## config.mk

```make
export PLATFORM = sky130hd
export DESIGN_NAME = waveform_averager_flat
export DESIGN_NICKNAME = d
export VERILOG_FILES = /design/src/rtl/waveform_averager_if.sv /design/src/rtl/waveform_averager.sv /design/src/flat_wrapper.sv
export SDC_FILE = /design/constraint.sdc
export NUM_CORES = 2
export LEC_CHECK = 0
export BUFFER_PORTS_ARGS = -buffer_cell sky130_fd_sc_hd__buf_2
export CORE_MARGIN = 5
export CORE_UTILIZATION = 35
export DETAILED_ROUTE_END_ITERATION = 12
export PLACE_DENSITY = 0.5
export SLEW_MARGIN = 20
export SYNTH_ARGS = -nofsm -noshare
export SYNTH_HDL_FRONTEND = slang
export SYNTH_SLANG_ARGS = --single-unit
```

## constraint.sdc

```tcl
create_clock -name clk -period 13.36 [get_ports clk]
set_input_delay 1.336 -clock clk [delete_from_list [all_inputs] [get_ports clk]]
set_output_delay 1.336 -clock clk [all_outputs]
set_load 0.02 [all_outputs]
```

## src/rtl/waveform_averager_if.sv

```systemverilog
`default_nettype none
// ============================================================================
//  Module      : waveform_averager_if
//  Description : Output stream bundle of the waveform averager: summed sample,
//                valid/ready handshake and end-of-record marker.
//  Revision    : 1.0  initial release
// ============================================================================
interface waveform_averager_if #(
  parameter int ACC_WIDTH = 16
);

  logic signed [ACC_WIDTH-1:0] dout;
  logic                        dout_valid;
  logic                        dout_ready;
  logic                        dout_last;

  // Producer side (the averager)
  modport master (
    output dout,
    output dout_valid,
    output dout_last,
    input  dout_ready
  );

  // Consumer side (output FIFO)
  modport slave (
    input  dout,
    input  dout_valid,
    input  dout_last,
    output dout_ready
  );

endinterface
`default_nettype wire

```

## src/rtl/waveform_averager.sv

```systemverilog
`default_nettype none
// ============================================================================
//  Module      : waveform_averager
//  Description : Triggered record averager. After each trigger it captures
//                RECORD_LEN samples (optionally minus the trigger-cycle
//                sample), sums them point-by-point into a record buffer over
//                a latched number of events, then streams the summed record
//                out over a valid/ready interface and re-arms.
//                Optional build macro WAVEFORM_AVERAGER_SATURATE_EN makes the
//                accumulate add saturate instead of wrap.
//  Revision    : 1.0  initial release
// ============================================================================
module waveform_averager #(
  parameter int DATA_WIDTH = 8,
  parameter int ACC_WIDTH  = 16,
  parameter int RECORD_LEN = 128,
  parameter int ADDR_WIDTH = 7,
  parameter int EVT_WIDTH  = 8
) (
  input  wire logic                         clk,
  input  wire logic                         rst,
  input  wire logic signed [DATA_WIDTH-1:0] din,
  input  wire logic                         trig,
  input  wire logic        [EVT_WIDTH-1:0]  num_events,
  input  wire logic                         baseline_en,
  waveform_averager_if.master               outIf,
  output logic                              busy,
  output logic                              trig_dropped,
  output logic                              overflow
);

  // --------------------------------------------------------------------------
  // Constants
  // --------------------------------------------------------------------------
  localparam logic [1:0] c_IDLE    = 2'd0;
  localparam logic [1:0] c_CAPTURE = 2'd1;
  localparam logic [1:0] c_NEXT    = 2'd2;  // last buffer write retires here
  localparam logic [1:0] c_DRAIN   = 2'd3;

  localparam logic [ADDR_WIDTH-1:0] c_LAST_IDX   = ADDR_WIDTH'(RECORD_LEN - 1);
  localparam logic [ADDR_WIDTH:0]   c_LEN_CNT    = (ADDR_WIDTH + 1)'(RECORD_LEN);
  localparam logic [ADDR_WIDTH:0]   c_LAST_CNT   = (ADDR_WIDTH + 1)'(RECORD_LEN - 1);
  localparam logic [EVT_WIDTH-1:0]  c_EVT_ONE    = EVT_WIDTH'(1);
  localparam logic signed [ACC_WIDTH-1:0] c_ACC_MAX = {1'b0, {(ACC_WIDTH-1){1'b1}}};
  localparam logic signed [ACC_WIDTH-1:0] c_ACC_MIN = {1'b1, {(ACC_WIDTH-1){1'b0}}};

  // --------------------------------------------------------------------------
  // Declarations
  // --------------------------------------------------------------------------
  logic [1:0] r_state;
  logic [1:0] w_nextState;

  // Batch bookkeeping
  logic [EVT_WIDTH-1:0]         r_evtCnt;
  logic [EVT_WIDTH-1:0]         r_target;
  logic                         r_blEn;
  logic signed [DATA_WIDTH-1:0] r_baseline;
  logic                         w_blEnEff;

  // Capture and write-back pipeline
  logic [ADDR_WIDTH-1:0]        r_capIdx;
  logic                         r_s1Valid;
  logic                         r_s1First;
  logic [ADDR_WIDTH-1:0]        r_s1Addr;
  logic signed [ACC_WIDTH-1:0]  r_s1Corr;
  logic signed [ACC_WIDTH-1:0]  w_dinExt;
  logic signed [ACC_WIDTH-1:0]  w_blExt;
  logic signed [ACC_WIDTH-1:0]  w_corr;
  logic signed [ACC_WIDTH-1:0]  w_rdData;
  logic signed [ACC_WIDTH-1:0]  w_sumWrap;
  logic signed [ACC_WIDTH-1:0]  w_sum;
  logic signed [ACC_WIDTH-1:0]  w_wrData;
  logic                         w_addOvf;
  logic                         w_wrOvf;

  // Record buffer
  logic signed [ACC_WIDTH-1:0]  r_mem [0:RECORD_LEN-1];

  // Drain side
  logic [ADDR_WIDTH:0]          r_rdCnt;
  logic signed [ACC_WIDTH-1:0]  r_dout;
  logic                         r_doutValid;
  logic                         r_doutLast;
  logic                         w_xfer;
  logic                         w_load;

  // FSM-decoded controls
  logic                         w_trigAccept;
  logic                         w_capLast;
  logic                         w_batchDone;
  logic                         w_drainDone;

  logic                         r_overflow;
  logic                         r_trigDropped;

  // --------------------------------------------------------------------------
  // FSM
  // --------------------------------------------------------------------------

  // State register
  always_ff @(posedge clk or posedge rst) begin
    if (rst) begin
      r_state <= c_IDLE;
    end else begin
      r_state <= w_nextState;
    end
  end

  // Next-state decode
  always_comb begin
    w_nextState = r_state;
    case (r_state)
      c_IDLE:    if (trig) w_nextState = c_CAPTURE;
      c_CAPTURE: if (r_capIdx == c_LAST_IDX) w_nextState = c_NEXT;
      c_NEXT:    w_nextState = (r_evtCnt >= r_target) ? c_DRAIN : c_IDLE;
      c_DRAIN:   if (r_doutValid && outIf.dout_ready && r_doutLast) w_nextState = c_IDLE;
      default:   w_nextState = c_IDLE;
    endcase
  end

  // State-decoded controls
  always_comb begin
    busy         = 1'b0;
    w_trigAccept = 1'b0;
    w_capLast    = 1'b0;
    w_batchDone  = 1'b0;
    w_drainDone  = 1'b0;
    case (r_state)
      c_IDLE:    w_trigAccept = trig;
      c_CAPTURE: begin
        busy      = 1'b1;
        w_capLast = (r_capIdx == c_LAST_IDX);
      end
      c_NEXT: begin
        busy        = 1'b1;
        w_batchDone = (r_evtCnt >= r_target);
      end
      c_DRAIN: begin
        busy        = 1'b1;
        w_drainDone = r_doutValid && outIf.dout_ready && r_doutLast;
      end
      default: busy = 1'b0;
    endcase
  end

  // --------------------------------------------------------------------------
  // Batch bookkeeping
  // --------------------------------------------------------------------------

  // The first trigger of a batch uses the live baseline_en; later ones the latched copy
  assign w_blEnEff = (r_evtCnt == '0) ? baseline_en : r_blEn;

  // Latch batch settings and per-event baseline; count completed events
  always_ff @(posedge clk or posedge rst) begin
    if (rst) begin
      r_evtCnt   <= '0;
      r_target   <= c_EVT_ONE;
      r_blEn     <= 1'b0;
      r_baseline <= '0;
    end else begin
      if (w_trigAccept) begin
        if (r_evtCnt == '0) begin
          r_target <= (num_events == '0) ? c_EVT_ONE : num_events;
          r_blEn   <= baseline_en;
        end
        r_baseline <= w_blEnEff ? din : '0;
      end
      if (w_capLast) begin
        r_evtCnt <= r_evtCnt + c_EVT_ONE;
      end else if (w_drainDone) begin
        r_evtCnt <= '0;
      end
    end
  end

  // --------------------------------------------------------------------------
  // Capture and accumulate
  // --------------------------------------------------------------------------

  assign w_dinExt = ACC_WIDTH'(din);
  assign w_blExt  = ACC_WIDTH'(r_baseline);
  assign w_corr   = w_dinExt - w_blExt;

  // Stage 1: register the corrected sample with its buffer address
  always_ff @(posedge clk or posedge rst) begin
    if (rst) begin
      r_capIdx  <= '0;
      r_s1Valid <= 1'b0;
      r_s1First <= 1'b0;
      r_s1Addr  <= '0;
      r_s1Corr  <= '0;
    end else begin
      r_s1Valid <= (r_state == c_CAPTURE);
      r_s1First <= (r_evtCnt == '0);
      r_s1Addr  <= r_capIdx;
      r_s1Corr  <= w_corr;
      if (r_state == c_CAPTURE) begin
        r_capIdx <= r_capIdx + ADDR_WIDTH'(1);
      end else begin
        r_capIdx <= '0;
      end
    end
  end

  // Stage 2 read-add: addresses are strictly sequential so the location read
  // here was last written a full record earlier and is never in flight.
  assign w_rdData  = r_mem[r_s1Addr];
  assign w_sumWrap = w_rdData + r_s1Corr;
  assign w_addOvf  = (w_rdData[ACC_WIDTH-1] == r_s1Corr[ACC_WIDTH-1]) &&
                     (w_sumWrap[ACC_WIDTH-1] != w_rdData[ACC_WIDTH-1]);
`ifdef WAVEFORM_AVERAGER_SATURATE_EN
  assign w_sum     = w_addOvf ? (w_rdData[ACC_WIDTH-1] ? c_ACC_MIN : c_ACC_MAX) : w_sumWrap;
`else
  assign w_sum     = w_sumWrap;
`endif
  // The first event of a batch overwrites whatever the buffer held
  assign w_wrData  = r_s1First ? r_s1Corr : w_sum;
  assign w_wrOvf   = r_s1Valid && !r_s1First && w_addOvf;

  // Stage 2 write into the record buffer (contents are don't-care after reset)
  always_ff @(posedge clk) begin
    if (r_s1Valid) begin
      r_mem[r_s1Addr] <= w_wrData;
    end
  end

  // Sticky overflow, cleared once the summed record has fully drained
  always_ff @(posedge clk or posedge rst) begin
    if (rst) begin
      r_overflow <= 1'b0;
    end else if (w_drainDone) begin
      r_overflow <= 1'b0;
    end else if (w_wrOvf) begin
      r_overflow <= 1'b1;
    end
  end

  // --------------------------------------------------------------------------
  // Drain
  // --------------------------------------------------------------------------

  assign w_xfer = r_doutValid && outIf.dout_ready;
  // Refill the output register when it is empty or being taken this cycle
  assign w_load = (r_state == c_DRAIN) && (r_rdCnt < c_LEN_CNT) &&
                  (!r_doutValid || outIf.dout_ready);

  // Registered output word; held steady while stalled
  always_ff @(posedge clk or posedge rst) begin
    if (rst) begin
      r_rdCnt     <= '0;
      r_dout      <= '0;
      r_doutValid <= 1'b0;
      r_doutLast  <= 1'b0;
    end else begin
      if (r_state != c_DRAIN) begin
        r_rdCnt <= '0;
      end else if (w_load) begin
        r_rdCnt <= r_rdCnt + (ADDR_WIDTH + 1)'(1);
      end
      if (w_load) begin
        r_dout      <= r_mem[r_rdCnt[ADDR_WIDTH-1:0]];
        r_doutValid <= 1'b1;
        r_doutLast  <= (r_rdCnt == c_LAST_CNT);
      end else if (w_xfer) begin
        r_doutValid <= 1'b0;
        r_doutLast  <= 1'b0;
      end
    end
  end

  // One-cycle flag for a trigger that arrived while not armed
  always_ff @(posedge clk or posedge rst) begin
    if (rst) begin
      r_trigDropped <= 1'b0;
    end else begin
      r_trigDropped <= trig && (r_state != c_IDLE);
    end
  end

  assign outIf.dout       = r_dout;
  assign outIf.dout_valid = r_doutValid;
  assign outIf.dout_last  = r_doutLast;
  assign trig_dropped     = r_trigDropped;
  assign overflow         = r_overflow;

endmodule
`default_nettype wire

```

## src/flat_wrapper.sv

```systemverilog
// flat-port wrapper written by rule: the top's interface ports become plain ports
module waveform_averager_flat 
#(
  parameter int DATA_WIDTH = 8,
  parameter int ACC_WIDTH  = 16,
  parameter int RECORD_LEN = 128,
  parameter int ADDR_WIDTH = 7,
  parameter int EVT_WIDTH  = 8
)
  (clk, rst, din, trig, num_events, baseline_en, busy, trig_dropped, overflow, outIf_dout, outIf_dout_valid, outIf_dout_last, outIf_dout_ready);
  waveform_averager_if #(.ACC_WIDTH(ACC_WIDTH)) outIf_i ();
  input  wire logic clk;
  input  wire logic rst;
  input  wire logic signed [DATA_WIDTH-1:0] din;
  input  wire logic trig;
  input  wire logic        [EVT_WIDTH-1:0] num_events;
  input  wire logic baseline_en;
  output logic busy;
  output logic trig_dropped;
  output logic overflow;
  output wire logic [$bits(outIf_i.dout)-1:0] outIf_dout;
  output wire logic [$bits(outIf_i.dout_valid)-1:0] outIf_dout_valid;
  output wire logic [$bits(outIf_i.dout_last)-1:0] outIf_dout_last;
  input wire logic [$bits(outIf_i.dout_ready)-1:0] outIf_dout_ready;
  assign outIf_dout = outIf_i.dout;
  assign outIf_dout_valid = outIf_i.dout_valid;
  assign outIf_dout_last = outIf_i.dout_last;
  assign outIf_i.dout_ready = outIf_dout_ready;
  waveform_averager #(.DATA_WIDTH(DATA_WIDTH), .ACC_WIDTH(ACC_WIDTH), .RECORD_LEN(RECORD_LEN), .ADDR_WIDTH(ADDR_WIDTH), .EVT_WIDTH(EVT_WIDTH)) u_core (.clk(clk), .rst(rst), .din(din), .trig(trig), .num_events(num_events), .baseline_en(baseline_en), .outIf(outIf_i), .busy(busy), .trig_dropped(trig_dropped), .overflow(overflow));
endmodule
```

==> metrics.md <==
| Metric | Value |
|---|---|
| CP Class | reg -> reg |
| Setup TNS | 0 ns |
| Max incr delay on CP | 1.00 ns |
| Remaining Overflow, GRT | 0 |
| FP Rows | 191 |
| DR pass1 iterations | 6 |
| Setup bufs post-CTS | 0 |
| Register bit count reported by yosys | about 2100 |
| CTS max path bufs | 3 |
| Synthesized cell area | between 90000 and 100000 µm² |
| CTS resizes | 0 |
| Post-synth EDFFs | between 2000 and 2500 |
| Metal3 WL | 43100 µm |
| RSZ-0062 raised after global routing | false |
| Post-synthesis sequential area ratio | 66.6% |
| Crit path cell chain | buf_4 > and3_4 > buf_4 > buf_12 > a22o_1 > a221oi_1 > a31oi_1 > nor4_1 > nand3_1 > or4_1 > ha_1 > nand2_1 > o21ai_0 > a2111oi_0 > nor2_1 > a21o_1 > a21oi_1 > xor2_1 > o21ai_4 > buf_4 |
| Commonest non-fill, non-tap cell in the layout | edfxtp_1 |
| Post-synth net total | ~5400 |
| Buffers on Ports | 41 |
| Crit Path Max Fanout | 96 |
| Minimum clock period | between 9 and 10 ns |
| CTS tree | built |
| Hpwl dp | 225000 µm |
| Die span in y | 532 µm |
| DRT met1 WL | about 150000 µm |
| Total power per unit cell area | approximately 210 nW/µm² |
| Max-slew violations | 0 |
| Worst hold path type | in -> async |
| R2R Path Start | u_core.r_s1Addr[2] |
| Status | finished, final reports clean |
| Worst vdd ir | roughly 180 µV |
| Worst R2R End | u_core.r_mem[10][13] |
| Hold-fix buffers at CTS | 0 |
| Latest clock arrival within the worst-skew pair | between 0.9 and 1 ns |
| Initial Util | around a third |
| Worst-Margin Slew | 1.29 ns |
| Max cap viols | 0 |
| Final net count | ~5400 |
| Post-route clock skew | between 0.06 and 0.07 ns |
| Setup Viol. Count Final | 0 |
| Starting DRT DRC Count | 9864 |
| Highest metal used | met5 |
| Yosys warns | 0 |
| Reg clk slew, reported paths | approximately 0.060 ns |
| Wire length on met2 | about 170000 µm |
| Highest Clock Rate | between 100 and 150 MHz |
| DRC | 0 |
| Flop2flop setup slack | 3.84 ns |
| Htree depth | 4 |
| Area of the multi-input gates | 30900 µm² |
| Cts bufs inserted | 223 |
| Most frequent cells in the layout | edfxtp_1, mux4_2, a22oi_1 |
| Flop pwr share | just under 40% |
| Req. time, crit path | 13.91 ns |
| Slowest-stage cell, CP | a31oi_1 |
| Crit start category | register |
| P_sw | between 7 and 8 mW |
| CP endpoint kind | register |
| Async set-or-reset flop fraction in the synthesized netlist | 3.76% |
| Pleak | 32.4 nW |
| IO Pins | 42 |
| Logic pwr share | about a third |
| Synth area leader | edfxtp_1 |
| Initial antenna violation count | 27 |
| Die ar. | 283000 µm² |
| Clock sinks | 2128 |
| Detail Route Antenna Nets | 0 |
| Chip width | roughly 530 µm |
| Largest net degree at the start of global routing | 109 |
| Int Pwr | 14.8 mW |
| Top post-synthesis cells by area | edfxtp_1, mux4_2, a22oi_1, dfrtp_1, a221oi_1 |
| First-pass GRT wire length | between 500000 and 600000 µm |
| Routed wire length per instance | approximately 41 µm |
| Vias in the first global route | just under 60000 |
| Total core area | about 270000 µm² |
| GRT Util Overall | between 20% and 30% |
| DR vias | roughly 61000 |
| Relative slew slack | 13.8% |
| # fillers | ~24000 |
| Path depth of the worst reg2reg path | 20 |
| Top cell type's share of synthesized area | between 60% and 70% |
| Count of cell types in the netlist | 68 |
| Period Utilization, post-route | 71.2% |
| Mean instance size in the synthesized netlist | between 15 and 20 µm² |
| GPL Wtd Cong | 0.965 |
| Prevailing post-synth register cell | edfxtp_1 |
| Proportion of layout cells with a drive suffix above 1 | between 20% and 30% |
| Final WL | around 380000 µm |
| Vias per inst | ~6.7 |
| CP arrival | 10.06 ns |
| Clock Power Share | around 28% |
| Switching Fraction | between 30% and 40% |
| Root Driver | clkbuf_16 |
| Synth Instances | approximately 5300 |
| Final Hold Fails | 0 |
| Hold Worst Slack | ~0.37 ns |
| Register area | approximately 64000 µm² |
| Critical path's most frequent cell | buf_4 |
| Area growth from synthesis to layout | 13.5% |
==> worst max-delay path, delay by kind of cell (launching register included) <==
kind            cells  cell delay [ns]
flops               1             0.90
simple gates        6             1.65
buf+inv             4             2.34
xor+xnor            1             0.13
compound gates      8             3.23
fa+ha+maj           1             0.29
==> synth_stat cells, types with 6 or more instances <==
master	number
mux4_2	700
a31oi_1	124
nand3_1	54
a211oi_1	12
a41oi_1	22
o22ai_1	14
buf_4	10
nand2b_1	10
a221oi_1	180
buf_1	62
o311ai_0	6
nor4_1	22
nor2b_1	14
nand4_1	71
a21o_1	15
or4_1	11
nor3_1	18
and3_1	7
a22o_1	160
o2111ai_1	6
clkbuf_1	160
or3_1	6
nor2_1	217
inv_1	36
a22oi_1	570
buf_2	203
and2_1	6
a21oi_1	80
mux2i_1	50
xor2_1	14
edfxtp_1	2048
dfrtp_1	79
o21ai_0	62
ha_1	35
mux2_2	30
xnor2_1	10
o211ai_1	18
nand2_1	95
==> power groups by stage <==
stage / clock network (mW) / logic (mW) / registers [mW]
6_report: 6.24 / 7.49 / 8.88
3_3_place_gp: 0 / 7.38 / 9.01
3_5_place_dp: 0 / 7.39 / 9.01
2_1_floorplan: 0 / 4.33 / 9.26
5_1_grt: 6.59 / 7.68 / 8.88
4_1_cts: 6.31 / 7.40 / 8.87
==> final cells by class <==
cell class	instances	share of cell area, %
sequential	2128	58.7
multi-input combinational	2701	28.5
clock buffer	280	5.44
tap	3570	4.13
timing repair buffer	243	1.78
clock inverter	140	1.24
inverter	38	0.141
antenna	22	0.0509
==> state kept, by name (all words and copies together) (netlist names), 2 cells and up <==
signal,cells
u_core.r_evtCnt,8
u_core.r_s1Corr,9
u_core.r_baseline,8
u_core.r_s1Addr,7
u_core.r_target,8
u_core.r_capIdx,7
u_core.r_state,2
u_core.r_rdCnt,8
u_core.r_mem,2048
u_core.outIf.dout,16
==> routing by layer <==
| layer | global-route usage [%] | vias to the layer above |
|---|---|---|
| met5 | 0 | - |
| met4 | 11.0 | 12 |
| met3 | 7.43 | 730 |
| met2 | 38.8 | 4400 |
| met1 | 34.8 | 32800 |
| li1 | - | 23200 |
==> how the worst max path moves through the flow <==
stage | startpoint | to | slack, ns
after floorplan | u_core.r_s1Addr[2] | u_core.r_mem[0][13] | 3.00
after global placement | u_core.r_s1Addr[2] | u_core.r_mem[4][13] | 3.74
after detailed placement | u_core.r_s1Addr[2] | u_core.r_mem[23][13] | 4.39
after CTS | u_core.r_s1Addr[2] | u_core.r_mem[17][13] | 4.41
after global routing | u_core.r_s1Addr[2] | u_core.r_mem[31][13] | 3.83
final | u_core.r_s1Addr[2] | u_core.r_mem[10][13] | 3.84
==> cell families after synthesis <==
kind of cell	count (synthesis)	synth area share (%)
buf+inv	477	2.21
simple gates	544	2.70
fa+ha+maj	37	0.501
mux	780	17.4
compound gates	1316	10.4
xor+xnor	24	0.220
flops	2128	66.6
==> per-stage QoR <==
stage | power [mW] | instance area [µm²] | setup WS (ns) | instances | utilization (%)
3_3_place_gp | 16.4 | 101000 | 3.74 | 8676 | 37.2
6_report | 22.6 | 108000 | 3.84 | 9122 | 39.9
3_5_place_dp | 16.4 | 101000 | 4.39 | 8679 | 37.2
4_1_cts | 22.6 | 108000 | 4.41 | 9099 | 39.9
2_1_floorplan | 13.6 | 95400 | 3.00 | 5306 | -
5_1_grt | 23.1 | 108000 | 3.83 | 9106 | 39.9
Power figures use the tool's default switching activity.
